[src/rtl/mac_pkg.sv]
// Shared definitions for the mac result path: widths, the data-type tag
// encoding and the result-collector FSM state type.
package mac_pkg;

  localparam int DATA_W_DEF = 16;
  localparam int CNT_W_DEF  = 8;

  localparam logic TYPE_FP16 = 1'b1;
  localparam logic TYPE_INT  = 1'b0;

  typedef enum logic [1:0] {
    ST_IDLE    = 2'd0,
    ST_COLLECT = 2'd1,
    ST_DRAIN   = 2'd2
  } state_t;

endpackage

[src/rtl/sync_fifo.sv]
// Single-clock FIFO with an occupancy counter and a registered head entry.
// A push into a full FIFO is accepted only when a pop frees a slot that cycle.
module sync_fifo
  import mac_pkg::*;
#(
  parameter int WIDTH = DATA_W_DEF + 2,
  parameter int DEPTH = 8
) (
  input  logic                     clk,
  input  logic                     rst,
  input  logic                     i_push,
  input  logic [WIDTH-1:0]         i_data,
  input  logic                     i_pop,
  output logic                     o_full,
  output logic                     o_empty,
  output logic [$clog2(DEPTH):0]   o_level,
  output logic [WIDTH-1:0]         o_head
);

  localparam int AW = $clog2(DEPTH);
  localparam int LW = AW + 1;

  logic [WIDTH-1:0] r_mem [DEPTH];
  logic [AW-1:0]    r_wrPtr;
  logic [AW-1:0]    r_rdPtr;
  logic [LW-1:0]    r_level;

  logic w_doPop;
  logic w_doPush;

  assign o_full   = (r_level == LW'(DEPTH));
  assign o_empty  = (r_level == '0);
  assign w_doPop  = i_pop & ~o_empty;
  assign w_doPush = i_push & (~o_full | w_doPop);

  always_ff @(posedge clk) begin
    if (rst) begin
      r_wrPtr <= '0;
      r_rdPtr <= '0;
      r_level <= '0;
      for (int i = 0; i < DEPTH; i++) begin
        r_mem[i] <= '0;
      end
    end else begin
      if (w_doPush) begin
        r_mem[r_wrPtr] <= i_data;
        r_wrPtr        <= r_wrPtr + AW'(1);
      end
      if (w_doPop) begin
        r_rdPtr <= r_rdPtr + AW'(1);
      end
      case ({w_doPush, w_doPop})
        2'b10:   r_level <= r_level + LW'(1);
        2'b01:   r_level <= r_level - LW'(1);
        default: r_level <= r_level;
      endcase
    end
  end

  assign o_level = r_level;
  assign o_head  = r_mem[r_rdPtr];

endmodule

[src/rtl/mac_result_collector.sv]
// Collects mac results for one configured job, tags them with the job type,
// marks the final word and replays them on a ready/valid stream.
module mac_result_collector
  import mac_pkg::*;
#(
  parameter int DATA_W = DATA_W_DEF,
  parameter int DEPTH  = 8,
  parameter int CNT_W  = CNT_W_DEF
) (
  input  logic                   clk,
  input  logic                   rst,
  input  logic                   config_en,
  input  logic                   float_int,
  input  logic [CNT_W-1:0]       data_num,
  input  logic                   in_valid,
  input  logic [DATA_W-1:0]      in_data,
  output logic                   out_valid,
  input  logic                   out_ready,
  output logic [DATA_W-1:0]      out_data,
  output logic                   out_float,
  output logic                   out_last,
  output logic [$clog2(DEPTH):0] level,
  output logic                   job_done,
  output logic                   overflow,
  output logic                   stray
);

  state_t             r_state;
  state_t             w_nextState;
  logic               r_float;
  logic [CNT_W-1:0]   r_num;
  logic [CNT_W-1:0]   r_count;
  logic               r_jobDone;
  logic               r_overflow;
  logic               r_stray;

  logic               w_accept;
  logic               w_push;
  logic               w_pop;
  logic               w_lastPush;
  logic               w_full;
  logic               w_empty;
  logic [DATA_W+1:0]  w_head;

  assign w_pop      = out_valid & out_ready;
  assign w_lastPush = ((r_count + CNT_W'(1)) == r_num);

  always_ff @(posedge clk) begin
    if (rst) begin
      r_state <= ST_IDLE;
    end else begin
      r_state <= w_nextState;
    end
  end

  always_comb begin
    w_nextState = r_state;
    w_accept    = 1'b0;
    w_push      = 1'b0;
    case (r_state)
      ST_IDLE: begin
        if (config_en) begin
          w_accept = 1'b1;
          if (data_num != '0) begin
            w_nextState = ST_COLLECT;
          end
        end
      end
      ST_COLLECT: begin
        if (in_valid) begin
          w_push = 1'b1;
          if (w_lastPush) begin
            w_nextState = ST_DRAIN;
          end
        end
      end
      ST_DRAIN: begin
        // Only the word tagged last closes the job; a dropped last word leaves it open.
        if (w_pop && out_last) begin
          w_nextState = ST_IDLE;
        end
      end
      default: w_nextState = ST_IDLE;
    endcase
  end

  always_ff @(posedge clk) begin
    if (rst) begin
      r_float    <= 1'b0;
      r_num      <= '0;
      r_count    <= '0;
      r_jobDone  <= 1'b0;
      r_overflow <= 1'b0;
      r_stray    <= 1'b0;
    end else begin
      r_jobDone <= 1'b0;
      if (w_accept) begin
        r_float   <= float_int;
        r_num     <= data_num;
        r_count   <= '0;
        r_jobDone <= (data_num == '0);
      end
      // The count advances even for a dropped word so the job still ends on time.
      if (w_push) begin
        r_count <= r_count + CNT_W'(1);
        if (w_full && !w_pop) begin
          r_overflow <= 1'b1;
        end
      end
      if (in_valid && (r_state != ST_COLLECT)) begin
        r_stray <= 1'b1;
      end
      if ((r_state == ST_DRAIN) && w_pop && out_last) begin
        r_jobDone <= 1'b1;
      end
    end
  end

  sync_fifo #(
    .WIDTH (DATA_W + 2),
    .DEPTH (DEPTH)
  ) u_fifo (
    .clk     (clk),
    .rst     (rst),
    .i_push  (w_push),
    .i_data  ({w_lastPush, r_float, in_data}),
    .i_pop   (w_pop),
    .o_full  (w_full),
    .o_empty (w_empty),
    .o_level (level),
    .o_head  (w_head)
  );

  assign out_valid = ~w_empty;
  assign out_last  = w_head[DATA_W+1];
  assign out_float = w_head[DATA_W];
  assign out_data  = w_head[DATA_W-1:0];
  assign job_done  = r_jobDone;
  assign overflow  = r_overflow;
  assign stray     = r_stray;

endmodule

[config.mk]
export PLATFORM = sky130hd
export DESIGN_NAME = mac_result_collector
export DESIGN_NICKNAME = d
export VERILOG_FILES = /design/src/rtl/mac_pkg.sv /design/src/rtl/sync_fifo.sv /design/src/rtl/mac_result_collector.sv
export SDC_FILE = /design/constraint.sdc
export NUM_CORES = 1
export LEC_CHECK = 0
export ABC_AREA = 1
export BUFFER_PORTS_ARGS = -buffer_cell sky130_fd_sc_hd__buf_2
export CAP_MARGIN = 30
export CORE_ASPECT_RATIO = 0.9
export CORE_UTILIZATION = 41
export DETAILED_ROUTE_END_ITERATION = 8
export GPL_ROUTABILITY_DRIVEN = 0
export MAX_ROUTING_LAYER = met4
export SYNTH_ARGS = -nofsm -noshare
export SYNTH_HDL_FRONTEND = slang
export SYNTH_SLANG_ARGS = --single-unit
[constraint.sdc]
create_clock -name clk -period 4.87 [get_ports clk]
set_clock_uncertainty 0.15 [all_clocks]
set_input_delay 0.487 -clock clk [delete_from_list [all_inputs] [get_ports clk]]
set_output_delay 0.487 -clock clk [all_outputs]
set_load 0.01 [all_outputs]
* Word level (Yosys, flattened, before mapping)
Memories as Yosys holds them, arrays and structs flattened. A register that Yosys moved wholly into a read port is not among the register bits.
Index checks and enable logic that the tools add are counted.
** Cells by class
- $add $sub $neg :: 5
- Multiply operators :: 0
- Shifts and indexed selects :: 0
- Magnitude comparators :: 0
- Bitwise logic cells :: 6
- Reduce and logical (&&, ||, !) cells :: 15
- Multiplexer cells :: 25
- Div/mod/pow operators :: 0
- Equality and inequality tests :: 12
** Operators by type and width (count)
- $mux 18 :: 1
- $reduce_or 18->1 :: 1
- $mux 8 :: 2
- $mux 1 :: 12
- $mux 2 :: 5
- $ne 2x2->1 const B :: 5
- $mux 3 :: 3
- $add 8x1->8 const B :: 1
- $eq 8x8->1 :: 1
- $logic_not 8->1 :: 1
- $pmux 4 s2 :: 1
- $reduce_bool 8->1 :: 1
- $add 3x1->3 const B :: 2
- $pmux 2 s3 :: 1
- $logic_and 1x1->1 :: 5
- $reduce_and 5->1 :: 1
- $add 4x1->4 const B :: 1
- $eq 2x1->1 const B :: 2
- $eq 2x2->1 const B :: 2
- $eq 4x4->1 const B :: 1
- $logic_not 4->1 :: 1
- $reduce_bool 2->1 :: 2
- $sub 4x1->4 const B :: 1
- $and 1x1->1 :: 3
- other kinds (6) :: 7
** Storage, ports and cells
- Output and inout port bits :: 26
- Memories :: 1
- RAM bits :: 144
- Flip-flop bits (word level) :: 32
- Bits in read-only memories :: 0
- Bits in latches :: 0
** Memory list
- u_fifo.r_mem :: words 8, width 18, rd ports 1, clocked after Yosys merged registers in 1, wr ports 8, line sync_fifo.sv:23 : logic [WIDTH-1:0] r_mem [DEPTH];

* Logic depth before layout (Yosys ltp)
Gate-level depths: netlist of the first run.
- Word-level depth :: 11
- Gate-level depth with buffers :: 13

* Modules after synthesis
A second synthesis of the first run with hierarchy kept.
** Unflattened totals
- Cells, all modules :: 832
- Area total of the unflattened synthesis :: 8219.1 µm²
** Modules (own cells, without submodules)
- sync_fifo :: cells an instance 642, area each 7009.2 µm², instances 1, sequential area each 4584.4 µm²
- mac_result_collector :: cells an instance 190, area each 1209.9 µm², instances 1, sequential area each 440.4 µm²

* Least setup slack after synthesis of the first run
No wires, ideal clock.
- Kind :: reg-to-reg
- Start point :: register u_fifo.r_level[1], in the netlist u_fifo.o_level[1]
- End point :: memory u_fifo.r_mem[3][0] (netlist name) (enable)
- Stages on the path, launching flop included :: 8
- Slack :: 2.548 ns
- Path buffers :: 1
- Data required time :: 4.345 ns
- Arrival time :: 1.798 ns
- Library setup time :: 0.375 ns
- Cell sequence :: dfxtp_1 > nor2_1 > nand4_2 > nand2_4 > nor3_4 > nand2_4 > buf_6 > nand2_1
** RTL lines
- from (decl) :: line sync_fifo.sv:26 : logic [LW-1:0] r_level;
- from (signal assigned) :: line sync_fifo.sv:53 : 2'b10: r_level <= r_level + LW'(1);
- from (signal assigned) :: line sync_fifo.sv:54 : 2'b01: r_level <= r_level - LW'(1);
- from (signal assigned) :: line sync_fifo.sv:55 : default: r_level <= r_level;
- to (decl) :: line sync_fifo.sv:23

==> results of run 1 <==
-- power groups by stage --
stage	registers [mW]	logic (mW)	clock network (mW)
6_report	1.78	1.13	1.37
5_1_grt	1.79	1.27	1.45
2_1_floorplan	1.81	0.758	0
3_5_place_dp	1.81	1.13	0
3_3_place_gp	1.81	1.13	0
4_1_cts	1.78	1.14	1.39
-- flip-flops by register name, summed over array words and instances, names as in the netlist, named ones only --
register	cells
u_fifo.r_wrPtr	3
u_fifo.r_mem	144
job_done	1
r_num	8
r_state	2
u_fifo.o_level	4
r_float	1
stray	1
overflow	1
r_count	8
u_fifo.r_rdPtr	3
-- per-layer routing --
metal | routed length [microns] | vias up
li1 | - | 3010
met1 | 9180 | 2943
met2 | 9190 | 173
met3 | 1150 | 24
met4 | 294 | 0
met5 | 0 | -
-- final cells by class --
cell class,count,area [sq um],share of cell area [%]
sequential,179,5030,54.2
inverter,60,230,2.48
multi-input combinational,591,2740,29.6
clock inverter,14,150,1.62
timing repair buffer,63,383,4.13
clock buffer,18,429,4.63
tap,250,313,3.37
-- synth_stat cells --
library cell / n / area (sq um)
nor2_1: 283 / 1060
edfxtp_1: 144 / 4320
o21ai_0: 88 / 440
nand2_1: 72 / 270
inv_1: 53 / 199
dfxtp_1: 35 / 701
a21oi_1: 31 / 155
nand3_1: 31 / 155
clkbuf_1: 20 / 75.1
nor2_2: 18 / 113
a31oi_1: 17 / 106
o22ai_1: 17 / 106
buf_2: 8 / 40.0
ha_1: 6 / 75.1
buf_1: 5 / 18.8
nand2_4: 5 / 56.3
nand3_2: 5 / 50.1
buf_6: 4 / 45.0
o21ai_1: 4 / 20.0
xor2_1: 4 / 35.0
clkinv_1: 3 / 11.3
inv_2: 3 / 11.3
nor2_4: 2 / 22.5
xnor2_1: 2 / 17.5
a31oi_2: 1 / 12.5
clkinv_4: 1 / 8.76
nand2_2: 1 / 6.26
nand4_1: 1 / 6.26
nand4_2: 1 / 12.5
nor3_1: 1 / 5.00
nor3_4: 1 / 16.3
-- kinds of logic (layout without fill, tap and decap cells) --
| group | after synthesis | in the layout | synth area share [%] |
|---|---|---|---|
| AO/OA/AOI/OAI | 158 | 158 | 10.3 |
| buffers and inverters | 97 | 155 | 5.00 |
| AND/OR/NAND/NOR | 421 | 421 | 21.7 |
| flip-flops | 179 | 179 | 61.4 |
| XOR/XNOR | 6 | 6 | 0.643 |
| adder cells (fa/ha/maj) | 6 | 6 | 0.918 |
-- path summary, 6_finish.rpt --
path / from / endpoint / slack [ns]
max reg2reg: r_state[0] / u_fifo.r_mem[7][13] / 2.01
max: flip-flop / out_data[9] / 1.60
min reg2reg: r_num[4] / r_num[4] / 0.33
min: data_num[1] / r_num[1] / 0.16
-- tightest hold or removal path, delay by kind of cell --
| kind | cells | cell delay, ns |
|---|---|---|
| buffers and inverters | 2 | 0.11 |
| AO/OA/AOI/OAI | 1 | 0.10 |
-- per-stage QoR --
step | total power, mW | hold slack, ns
after global routing | 4.51 | 0.194
after global placement | 2.94 | 0.299
after CTS | 4.31 | 0.153
final | 4.28 | 0.157
after floorplan | 2.57 | 0.283
after detailed placement | 2.95 | 0.309
==> summary.txt, run 1 <==
Clock network
  – Root buffer cell: clkbuf_16
  – CTS max path bufs: 2
  – TritonCTS buffer count: 17
  – Cts hold-fix bufs: 0
  – Number of setup buffers added after CTS: 0
  – Clock Sinks: between 150 and 200
  – Post-CTS resize count: 0
  – Worst-Skew Late Latency: ~0.43 ns
  – Clk slew on worst S/H paths: approximately 0.070 ns
  – H-Tree Depth: 4
  – CTS tree: built

Routing
  – Drt wl/cell: between 15 and 20 microns
  – DR vias: 6,150
  – Antenna-violating nets left: 0
  – DRC viols: 0
  – TritonRoute pass-1 iters: 5
  – Vias per inst: between 5 and 6
  – DR iter-0 viols: between 400 and 500
  – DRT Wirelength: a little under 20,000 microns

Logic synthesis
  – Syn. warnings: 0
  – Yosys cell types: 31
  – Register area share after synthesis: 61.4%
  – Post-Synthesis Cell Area: 0.00818 sq mm
  – Cells after Synth: ~870
  – Post-Syn Nets: between 900 and 1,000
  – Post-synthesis register bit count: ~180
  – Mean post-synth cell area: between 9 and 10 sq um

Setup path
  – Critical Path Sink Type: output port
  – Critical path type: reg -> out
  – CP max FO: 38
  – CP max stage cell: inv_1
  – R2R depth: 8
  – Worst EP required: around 4.2 ns
  – Most used cell, CP: buf_4
  – Arr. time, crit path: approximately 2.6 ns
  – CP Launch Type: flip-flop
  – Cells along the critical path: buf_4 -> inv_1 -> buf_4 -> o21ai_0 -> o22ai_1 -> nor2_1 -> a31oi_1 -> buf_2
  – Critical path depth: 8
  – CP delay by family, top: buffers and inverters
  – WP buf/inv: 4
  – CP max stage delay: ~0.52 ns

Final layout
  – Commonest cells after routing, fill and taps aside: nor2_1 (283), edfxtp_1 (144), o21ai_0 (88)
  – Final instance area: 0.00928 sq mm
  – Layout net count: ~950
  – Commonest non-fill, non-tap cell in the layout: nor2_1
  – Layout cells sized above 1: 14.2%
  – Antenna cells: 0
  – # fillers: about 1,800
  – Final core utilization: between 40% and 50%
  – Area Growth Syn to Fin: 13.4%
  – Non-Filler Instances: approximately 1,200

Die
  – I/O pin cnt: 56
  – Starting Density: 42.3%
  – Die H: ~140 microns
  – Die width: 151 microns
  – Die Area: roughly 0.021 sq mm
  – Core Rows: 48
  – Core area: between 0.015 and 0.02 sq mm

Placement
  – Placement Cell Area: 0.00868 sq mm
  – Pre-CTS WS: about 1.8 ns
  – Port Buf Inserts: 55
  – Number of cells after detailed placement: roughly 1,100
  – HPWL Detailed: 12,100 microns

Global route
  – Total track usage: 21.3%
  – Met3 GRT Util: under 10%
  – Vias in the first global route: a little under 6,000
  – First-pass GRT wire length: roughly 32,000 microns
  – M2 GR Usage: ~34%
  – Met1 GRT Util: between 20% and 30%
  – Largest net degree at the start of global routing: 73
  – Grt peak-use layer: met2
  – Initial antenna violation count: 0
  – Total gr overflow: 0

Power
  – Internal power: roughly 2.9 mW
  – Clock power share: between 30% and 40%
  – Seq pwr share: 41.6%
  – Pleak: approximately 3.7 nW
  – Switching fraction of total power: roughly 33%
  – P_sw: ~1.4 mW
  – Worst VDD drop: 260 uV
  – PwrDens: ~460 mW/mm^2
  – Combinational group share of total power: about a quarter

Timing
  – Fin. max-slew vios: 0
  – Tmin final: roughly 3.3 ns
  – PnR worst setup slack: between 1.5 and 2 ns
  – Setup violators final: 0
  – Final period utilization: 67.1%
  – RSZ-0062 raised after global routing: false
  – Post-route setup TNS: 0 ns
  – FMAX: ~310 MHz
  – Final hold violations: 0
  – Slew HR: about a third
  – Worst slew pin tran: just under 1 ns

Run
  – # Max-Cap Violations: 0

Run status
  – Outcome: finished, final reports clean

Min path
  – Hold depth: 3
  – Worst hold path class: in -> reg
No activity file was read; power rests on OpenSTA's default activity.
==> run 2, diff against run 1 <==
==> constraint.sdc (replaced) <==
create_clock -name clk -period 3.1 [get_ports clk]
set_clock_uncertainty 0.15 [all_clocks]
set_input_delay 0.31 -clock clk [delete_from_list [all_inputs] [get_ports clk]]
set_output_delay 0.31 -clock clk [all_outputs]
set_load 0.01 [all_outputs]
==> run 2 against run 1 <==
Net effect: die area did not move; sequential power grew 58%; critical path type unchanged; power up 54%; sequential share of layout area down 0.33 points; largest cell class unchanged.
==> summary.txt, run 2 (synthesized netlist as in run 1, its figures left out) <==
Run status
  – Outcome: finished, final reports clean

Die
  – I/O pin cnt: 56
  – Die Area: approximately 0.021 sq mm
  – Die width: 151 microns
  – Die H: roughly 140 microns
  – Starting Density: between 40% and 50%
  – Core Rows: 48
  – Core area: approximately 0.019 sq mm

Placement
  – HPWL Detailed: 12,800 microns
  – Number of cells after detailed placement: about 1,200
  – Port Buf Inserts: between 50 and 60
  – Placement Cell Area: ~0.009 sq mm

Timing
  – Setup violators final: 0
  – FMAX: between 300 and 400 MHz
  – Slew HR: 50.1%
  – Fin. max-slew vios: 0
  – Tmin final: 2.75 ns
  – Worst slew pin tran: between 0.7 and 0.8 ns
  – RSZ-0062 raised after global routing: false
  – Post-route setup TNS: 0 ns
  – Final period utilization: 88.7%
  – Final hold violations: 0

Final layout
  – Layout net count: a little under 1,000
  – Area Growth Syn to Fin: 14.1%
  – Top Registers: u_fifo.r_mem: 144 flops, r_count: 8 flops, r_num: 8 flops
  – Top reg by flops: u_fifo.r_mem
  – Commonest cells after routing, fill and taps aside: nor2_1 (283), edfxtp_1 (144), o21ai_0 (88)
  – Non-Filler Instances: 1,191
  – Layout cells sized above 1: 15.4%
  – Final instance area: 0.00933 sq mm
  – Commonest non-fill, non-tap cell in the layout: nor2_1
  – Max reg flops: between 100 and 150

Setup path
  – R2R depth: 9
  – Arr. time, crit path: roughly 2.3 ns
  – Worst EP required: 2.64 ns
  – CP max FO: 25
  – WP buf/inv: 2
  – Crit path capture: out_data[1]
  – CP Launch Type: flip-flop
  – Critical R2R Capture: u_fifo.r_mem[5][11]
  – Critical path type: reg -> out
  – Critical Path Sink Type: output port
  – Reg2reg setup slack: slightly above 0.6 ns
  – Critical path depth: 6
  – CP max stage delay: approximately 0.65 ns
  – CP max stage cell: dfxtp_1
  – Worst R2R Start: r_state[0]
  – Cells along the critical path: buf_4 -> o21ai_0 -> o22ai_1 -> nor2_1 -> a31oi_1 -> buf_2
  – CP delay by family, top: flip-flops

Power
  – Clock power share: 30.2%
  – Combinational group share of total power: 26.9%
  – P_sw: around 2.2 mW
  – Worst VDD drop: 417 uV
  – Internal power: 4.37 mW
  – Switching fraction of total power: approximately 34%
  – Seq pwr share: 42.9%
  – PwrDens: between 700 and 800 mW/mm^2
  – Pleak: roughly 3.8 nW

Clock network
  – Clock Sinks: approximately 180
  – Worst-Skew Late Latency: roughly 0.44 ns
  – Clk slew on worst S/H paths: 0.07 ns
  – Root buffer cell: clkbuf_16
  – CTS max path bufs: 2
  – H-Tree Depth: 4
  – Post-CTS resize count: 0
  – Cts hold-fix bufs: 2
  – CTS tree: built
  – Number of setup buffers added after CTS: 0
  – TritonCTS buffer count: 17

Routing
  – Vias per inst: 5.12
  – DRC viols: 0
  – Antenna-violating nets left: 0
  – TritonRoute pass-1 iters: 5
  – DR vias: just over 6,000
  – DR iter-0 viols: 504
  – Drt wl/cell: between 15 and 20 microns
  – DRT Wirelength: slightly below 20,000 microns

Global route
  – First-pass GRT wire length: about 31,000 microns
  – Initial antenna violation count: 1
  – Total track usage: a little over a fifth
  – Largest net degree at the start of global routing: 73
  – Total gr overflow: 0
  – Vias in the first global route: just under 6,000

Min path
  – Hold depth: 3
  – Worst hold path class: in -> reg

Run
  – # Max-Cap Violations: 0
-- run 2: changes by cell type in the layout (fill, tap and decap cells not counted), sizes merged --
cell,previous run,this run
clkinvlp,1,3
dlygate4sd3,0,2
buf,63,77
diode,0,1
bufinv,2,0
clkbuf,18,17
-- run 2: cell type report --
class                      instances  area, sq um
sequential                       179         5030
timing repair buffer              79          485
clock buffer                      17          425
antenna                            1         2.50
inverter                          60          230
multi-input combinational        591         2740
tap                              250          313
fill                            1811        10000
clock inverter                    14          105
-- run 2: worst register-to-register path, cell delays in order (launching register included) --
cell,delay [ns]
dfxtp_1,0.37
inv_2,0.07
nor2_4,0.10
nand2_2,0.09
clkinv_4,0.10
nand2_4,0.11
nor3_4,0.38
nand2_4,0.23
nand2_1,0.30
buf_4,0.27
-- run 2: power groups by stage --
| stage | Sequential (mW) | Combinational (mW) | Clock, mW |
|---|---|---|---|
| detailed placement | 2.87 | 1.78 | 0 |
| floorplan | 2.84 | 1.19 | 0 |
| global placement | 2.87 | 1.78 | 0 |
| finish | 2.82 | 1.77 | 1.99 |
| CTS | 2.82 | 1.79 | 2.01 |
| global route | 2.84 | 1.99 | 2.10 |
-- run 2: worst min-delay path by stage --
stage | startpoint | end | slack [ns]
2_1_floorplan | rst | job_done | 0.23
3_3_place_gp | stray | stray | 0.30
3_5_place_dp | stray | stray | 0.31
4_1_cts | in_valid | stray | 0.002
5_1_grt | data_num[2] | r_num[2] | 0.05
6_report | in_valid | stray | 0.02
-- run 2: metal layers --
metal  GRT usage, %  wire [microns]  vias to the layer above
li1               -               -                     3039
met1           26.9            8950                     2913
met2           33.8            9450                      129
met3           3.76             799                       22
met4           6.72             294                        0
met5              -               0                        -
-- run 2: stage by stage --
stage	utilization (%)	setup WS (ns)	hold slack [ns]	power [mW]
3_5_place_dp	45.4	0.608	0.306	4.66
5_1_grt	48.3	0.233	0.0515	6.93
4_1_cts	48.2	0.380	0.00161	6.63
6_report	48.3	0.352	0.0150	6.58
3_3_place_gp	45.4	0.688	0.296	4.65
2_1_floorplan	-	0.778	0.229	4.03
